### config.mk
export PLATFORM = sky130hd
export DESIGN_NAME = polymul_sched
export DESIGN_NICKNAME = d
export VERILOG_FILES = /design/src/rtl/polymul_sched.sv
export SDC_FILE = /design/constraint.sdc
export NUM_CORES = 1
export LEC_CHECK = 0
export ABC_AREA = 1
export BUFFER_PORTS_ARGS = -buffer_cell sky130_fd_sc_hd__buf_2
export CAP_MARGIN = 20
export CORE_MARGIN = 5
export CORE_UTILIZATION = 42
export DETAILED_ROUTE_END_ITERATION = 16
export HOLD_SLACK_MARGIN = 0.15
export PLACE_DENSITY = 0.76
export RECOVER_POWER = 50
export SLEW_MARGIN = 40
export SYNTH_ARGS = -nofsm -noshare
export SYNTH_HDL_FRONTEND = slang
export SYNTH_SLANG_ARGS = --single-unit
### constraint.sdc
create_clock -name clk -period 1.35 [get_ports clk]
set_clock_uncertainty 0.05 [all_clocks]
set_input_delay 0.135 -clock clk [delete_from_list [all_inputs] [get_ports clk]]
set_output_delay 0.135 -clock clk [all_outputs]
set_load 0.03 [all_outputs]
### src/rtl/polymul_sched.sv
// polymul_sched: round-robin scheduler that shares one polynomial multiplier
// among NREQ requesters.
// - The winner's operand degrees are captured at grant time.
// - The scheduler pulses mult_start and waits for mult_done.
// - The owner then gets a one-cycle req_done pulse.
// Optional feature: define POLYMUL_SCHED_TIMEOUT_EN to add a WAIT-state
// watchdog. It forces completion after TIMEOUT_CYC cycles and raises a sticky
// timeout_err output.
module polymul_sched #(
  parameter int NREQ        = 2,
  parameter int DEG_W       = 11,
  parameter int TIMEOUT_CYC = 1200000
) (
  input  logic                  clk,
  input  logic                  rst_n,
  input  logic [NREQ-1:0]       req,
  input  logic [NREQ*DEG_W-1:0] req_dega,
  input  logic [NREQ*DEG_W-1:0] req_degb,
  output logic [NREQ-1:0]       grant,
  output logic [NREQ-1:0]       req_done,
  output logic                  busy,
  output logic                  mult_start,
  output logic [DEG_W-1:0]      mult_dega,
  output logic [DEG_W-1:0]      mult_degb,
  input  logic                  mult_done
`ifdef POLYMUL_SCHED_TIMEOUT_EN
  ,
  output logic                  timeout_err
`endif
);

  localparam int OWN_W = (NREQ > 1) ? $clog2(NREQ) : 1;

  typedef enum logic [1:0] {
    IDLE  = 2'd0,
    START = 2'd1,
    WAIT  = 2'd2,
    DONE  = 2'd3
  } state_t;

  state_t             state, state_nxt;
  logic [OWN_W-1:0]   owner;       // index of the current grant holder
  logic [OWN_W-1:0]   last_owner;  // index of the previously served requester
  logic [OWN_W-1:0]   winner;
  logic               found;
  logic [NREQ-1:0]    sel_grant;
  logic [DEG_W-1:0]   sel_dega;
  logic [DEG_W-1:0]   sel_degb;
  int                 best_dist;
  logic               timeout_hit;

  // Round-robin search. The candidate at the smallest circular distance after
  // last_owner wins. The loop index stays constant per iteration, so every
  // slice select is static.
  // NOTE: every signal written here gets a default first. A path that leaves
  // one unassigned would infer a latch.
  always_comb begin
    found     = 1'b0;
    winner    = '0;
    sel_grant = '0;
    sel_dega  = '0;
    sel_degb  = '0;
    best_dist = NREQ;
    for (int i = 0; i < NREQ; i++) begin
      if (req[i] && (((i + NREQ - 1 - int'(last_owner)) % NREQ) < best_dist)) begin
        best_dist    = (i + NREQ - 1 - int'(last_owner)) % NREQ;
        found        = 1'b1;
        winner       = OWN_W'(i);
        sel_grant    = '0;
        sel_grant[i] = 1'b1;
        sel_dega     = req_dega[i*DEG_W +: DEG_W];
        sel_degb     = req_degb[i*DEG_W +: DEG_W];
      end
    end
  end

`ifdef POLYMUL_SCHED_TIMEOUT_EN
  localparam int CNT_W = $clog2(TIMEOUT_CYC + 1);

  logic [CNT_W-1:0] wait_cnt;

  // The watchdog fires on the last cycle of the allowed window. It uses the
  // count of completed WAIT cycles.
  assign timeout_hit = (state == WAIT) && (wait_cnt == CNT_W'(TIMEOUT_CYC - 1));

  // Count cycles spent in WAIT. The count restarts every time START hands over
  // to WAIT. timeout_err latches a forced completion until the next reset.
  always_ff @(posedge clk or negedge rst_n) begin
    if (!rst_n) begin
      wait_cnt    <= '0;
      timeout_err <= 1'b0;
    end else begin
      if (state == START) begin
        wait_cnt <= '0;
      end else if (state == WAIT) begin
        wait_cnt <= wait_cnt + 1'b1;
      end
      if (timeout_hit && !mult_done) begin
        timeout_err <= 1'b1;
      end
    end
  end
`else
  assign timeout_hit = 1'b0;
`endif

  // State register.
  // NOTE: sequential state is updated with non-blocking assignments. All
  // flops then see the same pre-edge values, whatever the order of processes.
  always_ff @(posedge clk or negedge rst_n) begin
    if (!rst_n) begin
      state <= IDLE;
    end else begin
      state <= state_nxt;
    end
  end

  // Next-state and handshake outputs. mult_done is honoured only in WAIT.
  always_comb begin
    state_nxt  = state;
    mult_start = 1'b0;
    req_done   = '0;
    busy       = (state != IDLE);
    case (state)
      IDLE: begin
        if (found) begin
          state_nxt = START;
        end
      end
      START: begin
        mult_start = 1'b1;
        state_nxt  = WAIT;
      end
      WAIT: begin
        if (mult_done || timeout_hit) begin
          state_nxt = DONE;
        end
      end
      DONE: begin
        req_done  = grant;
        state_nxt = IDLE;
      end
      default: state_nxt = IDLE;
    endcase
  end

  // Grant and degree snapshot at the IDLE->START edge. The grant is released
  // and the round-robin pointer is advanced when DONE exits.
  always_ff @(posedge clk or negedge rst_n) begin
    if (!rst_n) begin
      grant      <= '0;
      owner      <= '0;
      last_owner <= OWN_W'(NREQ - 1);
      mult_dega  <= '0;
      mult_degb  <= '0;
    end else begin
      if (state == IDLE && found) begin
        grant     <= sel_grant;
        owner     <= winner;
        mult_dega <= sel_dega;
        mult_degb <= sel_degb;
      end else if (state == DONE) begin
        grant      <= '0;
        last_owner <= owner;
      end
    end
  end

endmodule
### Word level (Yosys, flattened, before mapping)

Index checks and enable logic that the tools add are counted.

* reductions and logical operators: 8
* equality and inequality tests: 5
* bitwise gates (word level): 3
* magnitude comparators: 2
* mux-type cells: 17
* $add $sub $neg: 2

Operators with widths (number)
* $mux 11: 4
* $lt 2x32->1: 1
* $mux 32: 1
* $mux 2: 6
* $pmux 2 s4: 1
* $mux 1: 5
* $eq 2x2->1 const B: 2
* $ne 2x2->1 const B: 2
* $reduce_and 2->1: 2
* $reduce_bool 2->1: 2
* $logic_and 1x1->1: 3
* $lt 2x3->1 const B: 1
* $sub 2x1->3 const A: 1
* $and 1x1->1: 2
* $eq 2x1->1 const B: 1
* $logic_not 2->1: 1
* $sub 1x1->2 const A: 1
* $not 1->1: 1

* output and inout bits: 28
* input port bits: 49
* word-level logic and storage cells: 43
* register bits: 28

### Depth between registers and ports, before layout

Gate-level depths: netlist of the first run.

* word-level depth: 11
* mapped depth: 7
* mapped depth without buffers: 6

### Worst setup path before layout of the first run

No wires, ideal clock.

* kind: reg2reg
* start: register state[0]
* end: register mult_dega[0]
* cell stages (with the launch flop): 8
* buffers on the path: 1
* path slack: -0.088 ns
* library setup time: 0.065 ns
* period minus slack after synthesis: 1.438 ns
* data arrival time: 1.323 ns
* data required time: 1.235 ns
* cell sequence: dfrtp_1 inv_1 ha_1 inv_2 nor2_4 buf_6 nand3_1 nand2_1

* cells in the longest elaborated chain, start to end: 2

RTL lines
* start: declaration: RTL line 41 `state_t state, state_nxt;`
* start signal: assignment: RTL line 114 `state <= state_nxt;`
* $logic_not 2->1: RTL line 157 `if (state == IDLE && found) begin`
* $logic_and 1x1->1: RTL line 157
* end signal: assignment: RTL line 160 `mult_dega <= sel_dega;`
* end: declaration: RTL line 23 `output logic [DEG_W-1:0] mult_dega,`

No other way between the ends.
A chain may end at the register's enable or synchronous reset.

### Final worst setup path of the first run

* start: register state[0]
* end: output req_done[1]

* cells in the longest elaborated chain, start to end: 2

RTL lines
* $eq 2x2->1: RTL line 124 `case (state)`
* $mux 2: RTL line 124
* end: declaration: RTL line 20 `output logic [NREQ-1:0] req_done,`

No other way between the ends.

==> key figures, run 1 <==
Detailed routing
  – # DRC: 0
  – DRT met1 WL: 2090 um
  – Top layer in use: met4
  – WL/cell: around 13 um
  – Total wire length: ~5300 um
  – Met3 routed WL: 354 um
  – Via density: a little under 5
  – Vias: 1923
  – Pre-Repair DR Iteration Count: 4
  – Routed wl met2: 2860 um
  – Final ANT Viol Nets: 0
  – Drt initial violations: 87

Yosys
  – Unique cell type count in the Yosys netlist: 16
  – Yosys warns: 0
  – Syn Nets: 288
  – Syn Inst Count: 234
  – FF+latch count, synth: 28
  – Synthesized area per cell: 7.10 sq um
  – Syn Std Cell Area: 0.00166 sq mm
  – Register area share after synthesis: 42.2%

STA
  – Final min period: 1.38 ns
  – Fin. Hold Viols: 0
  – Slew headroom: between 50% and 60%
  – Fin worst setup slack: -0.0321 ns
  – Fmax: 0.724 GHz
  – Worst slew pin tran: 0.710 ns
  – Final Cycle Share: 102%
  – Final Setup Violations: 4
  – Max Transition Viols Final: 0
  – Hold_ws: 0.148 ns
  – Unrepaired setup endpoints after global routing: yes

Die
  – Die area: about 0.0053 sq mm
  – I/O pins: 77
  – Die width: between 70 and 80 um
  – Site row count: 22
  – Die Y: 72.9 um
  – Initial Util: 44.4%
  – Core area: between 0.003 and 0.004 sq mm

Finish
  – Nets: 407
  – FF/Latch Area: 703 sq um
  – Most frequent cells in the layout: nand2_1, buf_2, nand3_1
  – Fraction of layout cells with a size suffix above 1: 33.2%
  – Layout area overhead: 60.1%
  – Fin area: around 0.0027 sq mm
  – Most common cell after layout, fill and taps aside: nand2_1
  – Non-filler cells in the finished layout: 400
  – Antenna cell count: 0
  – Fillers: 306
  – Area of the multi-input gates: 818 sq um

Global routing
  – Initial antenna violation count: 0
  – Number of global-route vias before repair: 1966
  – Total congestion overflow: 0
  – First-pass GRT wire length: 8560 um
  – Largest net degree at the start of global routing: 29
  – GR Util All Layers: about a fifth

Clock tree
  – Htree depth: 1
  – Clk Tree Root Cell: clkbuf_8
  – Clk sink count: 28
  – CTS max path bufs: 2
  – CTS tree: built
  – Latest clock arrival within the worst-skew pair: 0.27 ns
  – Clock transition at the registers of the reported paths: roughly 0.10 ns
  – CTS Buf Count: 3

Placement
  – Area of placed instances: 0.00212 sq mm
  – Dpl cells: 354
  – I/O Buffers: 76
  – HPWL after DPL: 3230 um
  – GP Congestion: 0.818

Setup path
  – Crit Path Class: reg2out
  – Crit path largest cell delay: 0.41 ns
  – Critical path required time: approximately 1.2 ns
  – CP Launch Type: flip-flop
  – Worst r2r dst: mult_dega[2]
  – WP data arrival: 1.20 ns
  – CP max stage cell: dfrtp_1
  – CP most frequent cell: buf_6
  – Worst R2R Setup Slack: 0 ns
  – CP Capture Point: req_done[1]
  – Crit end category: output pin
  – Critical path launch point: state[0]
  – Cell Chain, Critical Path: buf_6 > ha_4 > nand2_2 > inv_2 > buf_6
  – R2r startpoint: state[1]
  – Max FO, Critical Path: 4
  – Reg2reg path depth: 7

Pwr
  – Maximum vdd drop: about 1.2 mV
  – Design Power: 5.03 mW
  – PD cells: between 1500 and 2000 mW/mm^2
  – Static Leak: 1.54 nW

Outcome
  – Failing checks: negative setup slack
  – Outcome: finished, violations left

Worst hold path
  – Worst min-delay path category: in2reg

Job
  – Max-cap violations: 0
## critical path: cells and delay by family (launching register included)
family	cells	cell delay, ns
flops	1	0.41
simple gates	1	0.06
fa+ha+maj	1	0.16
buf+inv	3	0.30
## cells in the mapped netlist
| cell | count | area (sq um) |
|---|---|---|
| o21ai_4 | 1 | 16.3 |
| nand3_1 | 50 | 250 |
| buf_6 | 2 | 22.5 |
| or2_2 | 1 | 6.26 |
| nand2_1 | 101 | 379 |
| nor2_2 | 1 | 6.26 |
| inv_1 | 28 | 105 |
| nand2_2 | 2 | 12.5 |
| inv_2 | 1 | 3.75 |
| nor2_4 | 1 | 11.3 |
| mux2_2 | 1 | 11.3 |
| buf_2 | 7 | 35.0 |
| dfstp_2 | 1 | 26.3 |
| dfrtp_1 | 27 | 676 |
| ha_1 | 5 | 62.6 |
| buf_4 | 5 | 37.5 |
## flip-flops by register name (all words and copies together), names as in the netlist
register and count:
grant 2, last_owner 1, mult_dega 11, mult_degb 11, owner 1, state 2
## cells by family (layout without fill, tap and decap cells)
group                      count (synthesis)  after routing  synth area share, %
DFF                                       28             28                 42.2
muxes                                      1              1                0.678
adders and majority gates                  5              5                 3.77
and+or+nand+nor                          156            156                 40.1
buffers and inverters                     43            161                 12.3
AOI/OAI and AO/OA                          1              1                0.979
## repair_timing
item                                    4_1_cts  5_1_grt
hold buffers                                 38        0
setup buffers                                 2        2
resized for setup                            16       11
cloned                                        0        0
pin swaps                                     1        8
endpoints found under the setup margin       20       29
hold endpoints to repair                     48        0
## metal layers
metal / vias to the layer above / track usage (%)
li1: 952 / -
met1: 877 / 23.4
met2: 90 / 39.1
met3: 4 / 3.31
met4: 0 / 4.92
met5: - / 0
## how the worst min path moves through the flow
stage / cells after the start / start / to / slack [ns]
after floorplan: 0 / rst_n / grant[0] / -0.21
after global placement: 1 / rst_n / mult_dega[2] / 0.14
after detailed placement: 1 / rst_n / mult_degb[10] / 0.15
after CTS: 5 / req_dega[17] / mult_dega[6] / 0.15
after global routing: 5 / req_dega[13] / mult_dega[2] / 0.17
final: 5 / req_dega[17] / mult_dega[6] / 0.15
## power by group
group / leakage [nW] / total [mW] / internal [mW] / switching [mW]
combinational: 1.17 / 3.06 / 1.15 / 1.91
sequential: 0.345 / 1.51 / 1.26 / 0.248
clock: 0.0228 / 0.462 / 0.211 / 0.251
total: 1.54 / 5.03 / 2.62 / 2.41
## per-stage QoR
stage	util, %	worst slack [ns]	TNS [ns]
2_1_floorplan	-	0.0295	0
3_3_place_gp	56.6	0.0575	0
3_5_place_dp	56.6	0.00419	0
4_1_cts	69.6	-0.0366	-0.108
5_1_grt	71.1	-0.0907	-1.52
6_report	71.1	-0.0321	-0.0975
## layout make-up
cell class | instances | share of cell area (%)
Sequential cell | 28 | 26.4
Inverter | 29 | 4.19
Tap cell | 48 | 2.26
Multi-Input combinational cell | 163 | 30.8
Clock buffer | 4 | 1.69
Timing Repair Buffer | 128 | 34.7
No activity file was read; power rests on OpenSTA's default activity.
==> run 2, diff against run 1 <==
--- a/config.mk
+++ b/config.mk
@@ -14,6 +14,7 @@
 export HOLD_SLACK_MARGIN = 0.15
 export PLACE_DENSITY = 0.76
 export RECOVER_POWER = 50
+export SETUP_SLACK_MARGIN = 0.15
 export SLEW_MARGIN = 40
 export SYNTH_ARGS = -nofsm -noshare
 export SYNTH_HDL_FRONTEND = slang
==> run 2 against run 1 <==
Sequential cell count unchanged. Cell count grew 1.8%. Routed wire length is 20% higher. Combinational power is 15% higher. The flow still finishes with violations (negative setup slack). Die area stayed put. Critical path type unchanged. Utilization increased by 7.1 points. Largest cell class unchanged. Sequential share of layout area shrank 2.4 points.
==> key figures, run 2 (synthesis gave the netlist of run 1 again) <==
Finish
  – Largest regs: mult_dega (11), mult_degb (11) (unchanged)
  – Layout area overhead: 76.1% (was 60.1%)
  – Post-layout util: 78.1% (was 71.1%)
  – Nets: 414 (was 407)
  – Fraction of layout cells with a size suffix above 1: 41.2% (was 33.2%)
  – Most common cell after layout, fill and taps aside: nand2_1 (unchanged)
  – Antenna cell count: 0 (unchanged)
  – Most frequent cells in the layout: nand2_1, buf_2, dlygate4sd3_1 (was nand2_1, buf_2, nand3_1)
  – Non-filler cells in the finished layout: 407 (was 400)

Global routing
  – Initial antenna violation count: 0 (unchanged)
  – First-pass GRT wire length: 10500 um (was 8560 um)
  – Largest net degree at the start of global routing: 29 (unchanged)
  – GR Util All Layers: 25.5% (was 20.4%)
  – Total congestion overflow: 0 (unchanged)
  – Number of global-route vias before repair: 2209 (was 1966)

Clock tree
  – Clock transition at the registers of the reported paths: 0.10 ns (about the same)
  – CTS Buf Count: 3 (unchanged)
  – CTS tree: built (unchanged)
  – Htree depth: 1 (unchanged)
  – Clk Tree Root Cell: clkbuf_8 (unchanged)
  – CTS max path bufs: 2 (unchanged)
  – Clk sink count: 28 (unchanged)
  – Latest clock arrival within the worst-skew pair: 0.27 ns (about the same)

Die
  – Die width: 72.9 um (unchanged)
  – I/O pins: 77 (unchanged)
  – Initial Util: 44.4% (unchanged)
  – Die area: 0.00531 sq mm (unchanged)
  – Site row count: 22 (unchanged)
  – Core area: 0.00374 sq mm (unchanged)
  – Die Y: 72.9 um (unchanged)

STA
  – Final Cycle Share: 105% (was 102%)
  – Fmax: 0.705 GHz (was 0.724 GHz)
  – Fin worst setup slack: -0.0679 ns (was -0.0321 ns)
  – Unrepaired setup endpoints after global routing: yes (unchanged)
  – Hold_ws: 0.145 ns (was 0.148 ns)
  – Final Setup Violations: 27 (was 4)
  – Slew headroom: 53.3% (was 52.7%)
  – Fin. Hold Viols: 0 (unchanged)
  – Max Transition Viols Final: 0 (unchanged)
  – Worst slew pin tran: 0.701 ns (was 0.710 ns)
  – Final min period: 1.42 ns (was 1.38 ns)

Pwr
  – Design Power: 5.75 mW (was 5.03 mW)
  – Clock power share: 11.6% (was 9.2%)
  – PD cells: 1960 mW/mm^2 (was 1890 mW/mm^2)
  – Comb power frac: 61.5% (was 60.9%)
  – Sw frac: 47.5% (was 47.9%)
  – Switching pwr: 2.73 mW (was 2.41 mW)
  – Static Leak: 1.60 nW (was 1.54 nW)
  – Reg power frac: 26.9% (was 29.9%)
  – Internal: 3.02 mW (was 2.62 mW)
  – Maximum vdd drop: 1.22 mV (was 1.21 mV)

Detailed routing
  – Drt initial violations: 105 (was 87)
  – Pre-Repair DR Iteration Count: 4 (unchanged)
  – WL/cell: 15.8 um (was 13.4 um)
  – Via density: 5.05 (was 4.81)
  – Final ANT Viol Nets: 0 (unchanged)
  – # DRC: 0 (unchanged)
  – Vias: 2056 (was 1923)
  – Total wire length: 6430 um (was 5340 um)

Placement
  – HPWL after DPL: 3190 um (was 3230 um)
  – I/O Buffers: 76 (unchanged)
  – GP Congestion: 0.878 (was 0.818)
  – Dpl cells: 354 (unchanged)

Outcome
  – Outcome: finished, violations left (unchanged)
  – Failing checks: negative setup slack (unchanged)

Job
  – Max-cap violations: 0 (unchanged)

Setup path
  – Critical path required time: 1.16 ns (about the same)
  – Crit end category: output pin (unchanged)
  – WP data arrival: 1.23 ns (was 1.20 ns)
  – Max FO, Critical Path: 4 (unchanged)
  – Crit Path Class: reg2out (unchanged)
  – CP Launch Type: flip-flop (unchanged)

Worst hold path
  – Worst min-delay path category: in2reg (unchanged)
==> run 2: cell count changes in the layout (fill, tap and decap cells not counted), moves of 3 or more <==
cell           before  now
dlygate4sd3_1      38   41
o21ai_4             1    4
nand3_1            44   27
nand2_2             4   11
nand2_1            99   92
nand3_2             6   23
==> run 2: final timing paths <==
kind	cells past startpoint	slack (ns)	from	endpoint
worst max-delay path	5	-0.07	state[0]	busy
worst min-delay path	5	0.15	req_dega[20]	mult_dega[9]
worst max register to register	7	-0.05	state[0]	state[0]
worst min register to register	2	0.44	mult_degb[3]	mult_degb[3]
max in group asynchronous	2	0.38	rst_n	state[1]
min in group asynchronous	2	0.37	rst_n	mult_dega[3]
==> run 2: area by class of cell <==
cell class,instances,area [sq um]
clock buffers,3,41.3
clock inverters,1,30.0
fillers,266,818
repair buffers,132,990
inverters,29,116
flip-flops and latches,28,703
well taps,48,60.1
multi-input cells,166,985
==> run 2: power groups by stage <==
stage | Clock [mW] | Sequential, mW | Combinational, mW
after global routing | 0.723 | 1.58 | 3.82
after CTS | 0.678 | 1.51 | 3.36
after detailed placement | 0 | 1.50 | 2.78
after global placement | 0 | 1.50 | 2.73
final | 0.667 | 1.55 | 3.53
after floorplan | 0 | 2.16 | 1.26
==> run 2: what timing repair did <==
action,CTS,global route
pin swaps,3,1
setup buffers,4,1
endpoints found under the setup margin,30,31
hold buffers,41,0
gates cloned,3,0
resized for setup,46,10
endpoints found under the hold margin,49,0
==> run 2: per-layer routing <==
layer	track usage [%]	vias to the layer above	wire length (um)
met5	0	-	0
met1	29.1	972	2410
met4	8.81	0	161
li1	-	972	-
met3	5.23	17	430
met2	46.7	95	3420
==> run 2: metrics by stage <==
stage | area (sq um) | setup TNS, ns | setup slack (ns)
3_3_place_gp | 2150 | 0 | 0.0841
4_1_cts | 2890 | -0.101 | -0.0369
5_1_grt | 2930 | -2.25 | -0.122
3_5_place_dp | 2150 | 0 | 0.0354
2_1_floorplan | 1680 | 0 | 0.122
6_report | 2930 | -0.542 | -0.0679
==> run 2: worst max-delay path, cell delays in order, from the launching register on <==
cell	delay (ns)
dfrtp_1	0.42
buf_6	0.13
inv_4	0.06
ha_4	0.17
inv_6	0.04
buf_6	0.13
==> run 3, diff against run 2 <==
--- a/config.mk
+++ b/config.mk
@@ -9,13 +9,14 @@
 export BUFFER_PORTS_ARGS = -buffer_cell sky130_fd_sc_hd__buf_2
 export CAP_MARGIN = 20
 export CORE_MARGIN = 5
-export CORE_UTILIZATION = 42
+export CORE_UTILIZATION = 35
 export DETAILED_ROUTE_END_ITERATION = 16
 export HOLD_SLACK_MARGIN = 0.15
-export PLACE_DENSITY = 0.76
+export PLACE_DENSITY = 0.65
 export RECOVER_POWER = 50
 export SETUP_SLACK_MARGIN = 0.15
 export SLEW_MARGIN = 40
 export SYNTH_ARGS = -nofsm -noshare
 export SYNTH_HDL_FRONTEND = slang
 export SYNTH_SLANG_ARGS = --single-unit
+export TNS_END_PERCENT = 20
==> constraint.sdc (replaced) <==
create_clock -name clk -period 1.35 [get_ports clk]
set_clock_uncertainty 0.05 [all_clocks]
set_input_delay 0.27 -clock clk [delete_from_list [all_inputs] [get_ports clk]]
set_output_delay 0.27 -clock clk [all_outputs]
set_load 0.03 [all_outputs]
==> run 3 against run 2 <==
The run still ends with negative setup slack left. Worst setup slack worse by 0.072 ns. Worst hold slack gained 0.11 ns. Utilization is 25 points lower. Global-route usage shrank 10 points.
==> key figures, run 3 (synthesis gave the netlist of run 1 again) <==
Outcome
  – Outcome: finished, violations left (unchanged)
  – Failing checks: negative setup slack (unchanged)

Clock tree
  – CTS max path bufs: 2 (unchanged)
  – CTS Buf Count: 3 (unchanged)
  – Htree depth: 1 (unchanged)
  – Clk sink count: 28 (unchanged)
  – Clk Tree Root Cell: clkbuf_8 (unchanged)
  – Latest clock arrival within the worst-skew pair: 0.27 ns (about the same)
  – CTS tree: built (unchanged)
  – Clock transition at the registers of the reported paths: 0.09 ns (was 0.10 ns)

STA
  – Fin. Hold Viols: 0 (unchanged)
  – Fin worst setup slack: -0.140 ns (was -0.0679 ns)
  – Final Cycle Share: 110% (was 105%)
  – Fmax: 0.671 GHz (was 0.705 GHz)
  – Worst slew pin tran: 0.390 ns (was 0.701 ns)
  – Unrepaired setup endpoints after global routing: yes (unchanged)
  – Final Setup Violations: 5 (was 27)
  – Setup Total Neg Slack: -0.570 ns (was -0.542 ns)
  – Slew headroom: 74.0% (was 53.3%)
  – Hold_ws: 0.257 ns (was 0.145 ns)
  – Max Transition Viols Final: 0 (unchanged)
  – Final min period: 1.49 ns (was 1.42 ns)

Detailed routing
  – # DRC: 0 (unchanged)
  – Via density: 4.63 (was 5.05)
  – Drt initial violations: 53 (was 105)
  – Vias: 1735 (was 2056)
  – Total wire length: 4950 um (was 6430 um)
  – Pre-Repair DR Iteration Count: 5 (was 4)
  – Final ANT Viol Nets: 0 (unchanged)
  – WL/cell: 13.2 um (was 15.8 um)

Setup path
  – Crit Path Class: reg2out (unchanged)
  – Critical path launch point: state[0] (unchanged)
  – Worst R2R Setup Slack: -0.09 ns (was -0.05 ns)
  – Critical path required time: 1.03 ns (was 1.16 ns)
  – CP Launch Type: flip-flop (unchanged)
  – Reg2reg path depth: 7 (unchanged)
  – Max FO, Critical Path: 4 (unchanged)
  – R2r startpoint: state[0] (unchanged)
  – Worst r2r dst: state[0] (unchanged)
  – Crit end category: output pin (unchanged)
  – CP Capture Point: req_done[0] (was busy)
  – WP data arrival: 1.17 ns (was 1.23 ns)

Pwr
  – Static Leak: 1.44 nW (was 1.60 nW)
  – Design Power: 5.46 mW (was 5.75 mW)
  – PD cells: 2210 mW/mm^2 (was 1960 mW/mm^2)
  – Maximum vdd drop: 0.814 mV (was 1.22 mV)

Global routing
  – First-pass GRT wire length: 7800 um (was 10500 um)
  – Total congestion overflow: 0 (unchanged)
  – GR Util All Layers: 15.5% (was 25.5%)
  – Number of global-route vias before repair: 1629 (was 2209)
  – Largest net degree at the start of global routing: 20 (was 29)
  – Initial antenna violation count: 0 (unchanged)

Finish
  – Most frequent cells in the layout: nand2_1, buf_2, nand3_1 (was nand2_1, buf_2, dlygate4sd3_1)
  – Fillers: 449 (was 266)
  – Nets: 376 (was 414)
  – Largest regs: mult_dega (11), mult_degb (11) (unchanged)
  – Fin area: 0.00247 sq mm (was 0.00293 sq mm)
  – Post-layout util: 53.1% (was 78.1%)
  – Layout area overhead: 48.9% (was 76.1%)
  – Non-filler cells in the finished layout: 375 (was 407)
  – Most common cell after layout, fill and taps aside: nand2_1 (unchanged)
  – Antenna cell count: 0 (unchanged)
  – Fraction of layout cells with a size suffix above 1: 40.8% (was 41.2%)

Job
  – Max-cap violations: 0 (unchanged)

Placement
  – Place WS: -0.0135 ns (was 0.0354 ns)
  – Dpl cells: 360 (was 354)
  – I/O Buffers: 76 (unchanged)
  – HPWL after DPL: 3310 um (was 3190 um)
  – GP Congestion: 0.768 (was 0.878)
  – Area of placed instances: 0.00214 sq mm (was 0.00215 sq mm)

Die
  – Core area: 0.00466 sq mm (was 0.00374 sq mm)
  – Die Y: 78.9 um (was 72.9 um)
  – I/O pins: 77 (unchanged)
  – Die width: 78.9 um (was 72.9 um)
  – Initial Util: 35.7% (was 44.4%)
  – Die area: 0.00623 sq mm (was 0.00531 sq mm)
  – Site row count: 25 (was 22)

Worst hold path
  – Worst min-delay path category: in2reg (unchanged)
## run 3: cell count changes in the layout (fill, tap and decap cells not counted), moves of 2 or more
cell	previous run	this run
buf_4	8	17
clkbuf_2	1	4
nand2_1	92	97
nand3_2	23	13
buf_2	71	61
nand2_2	11	5
buf_12	4	2
dlygate4sd3_1	41	1
nand3_1	27	37
inv_1	24	26
## run 3: report_power, final
group / internal [mW] / leakage [nW] / switching [mW]
Combinational: 1.27 / 1.06 / 2.02
Clock: 0.397 / 0.0357 / 0.253
Sequential: 1.25 / 0.346 / 0.258
Total: 2.92 / 1.44 / 2.53
## run 3: layout make-up
cell class	instances	area [sq um]	share of cell area (%)
clock buffer	3	41.3	1.67
clock inverter	1	30.0	1.21
inverter	29	114	4.60
multi-input combinational	166	923	37.3
sequential	28	702	28.4
tap	54	67.6	2.73
timing repair buffer	94	597	24.1
## run 3: worst min path at each step
| stage | from | endpoint | slack, ns | depth (start not counted) |
|---|---|---|---|---|
| 3_3_place_gp | rst_n | mult_dega[2] | 0.15 | 1 |
| 4_1_cts | req_degb[4] | mult_degb[4] | 0.25 | 5 |
| 3_5_place_dp | rst_n | mult_dega[10] | 0.15 | 1 |
| 6_report | req_degb[4] | mult_degb[4] | 0.26 | 5 |
| 2_1_floorplan | rst_n | grant[0] | -0.08 | 0 |
| 5_1_grt | req_dega[7] | mult_dega[7] | 0.28 | 5 |
## run 3: critical path, cell delays in order, from the launching register on
cell,delay (ns)
dfrtp_1,0.43
ha_2,0.23
nand2_1,0.05
inv_1,0.06
buf_6,0.13
## run 3: metal layers
metal  global-route usage [%]  part of all wire [%]  up-vias
met3                     2.72                   7.5        2
met5                        0                     0        -
met1                     21.0                    44      769
met4                     3.09                  0.24        0
li1                         -                     -      898
met2                     26.2                    48       66
## run 3: repair_timing
action / 4_1_cts / 5_1_grt
setup buffers: 5 / 2
pin swaps: 20 / 10
resized for setup: 28 / 24
cloned: 2 / 1
endpoints found under the hold margin: 27 / 0
hold buffers: 1 / 0
setup endpoints to repair: 32 / 40
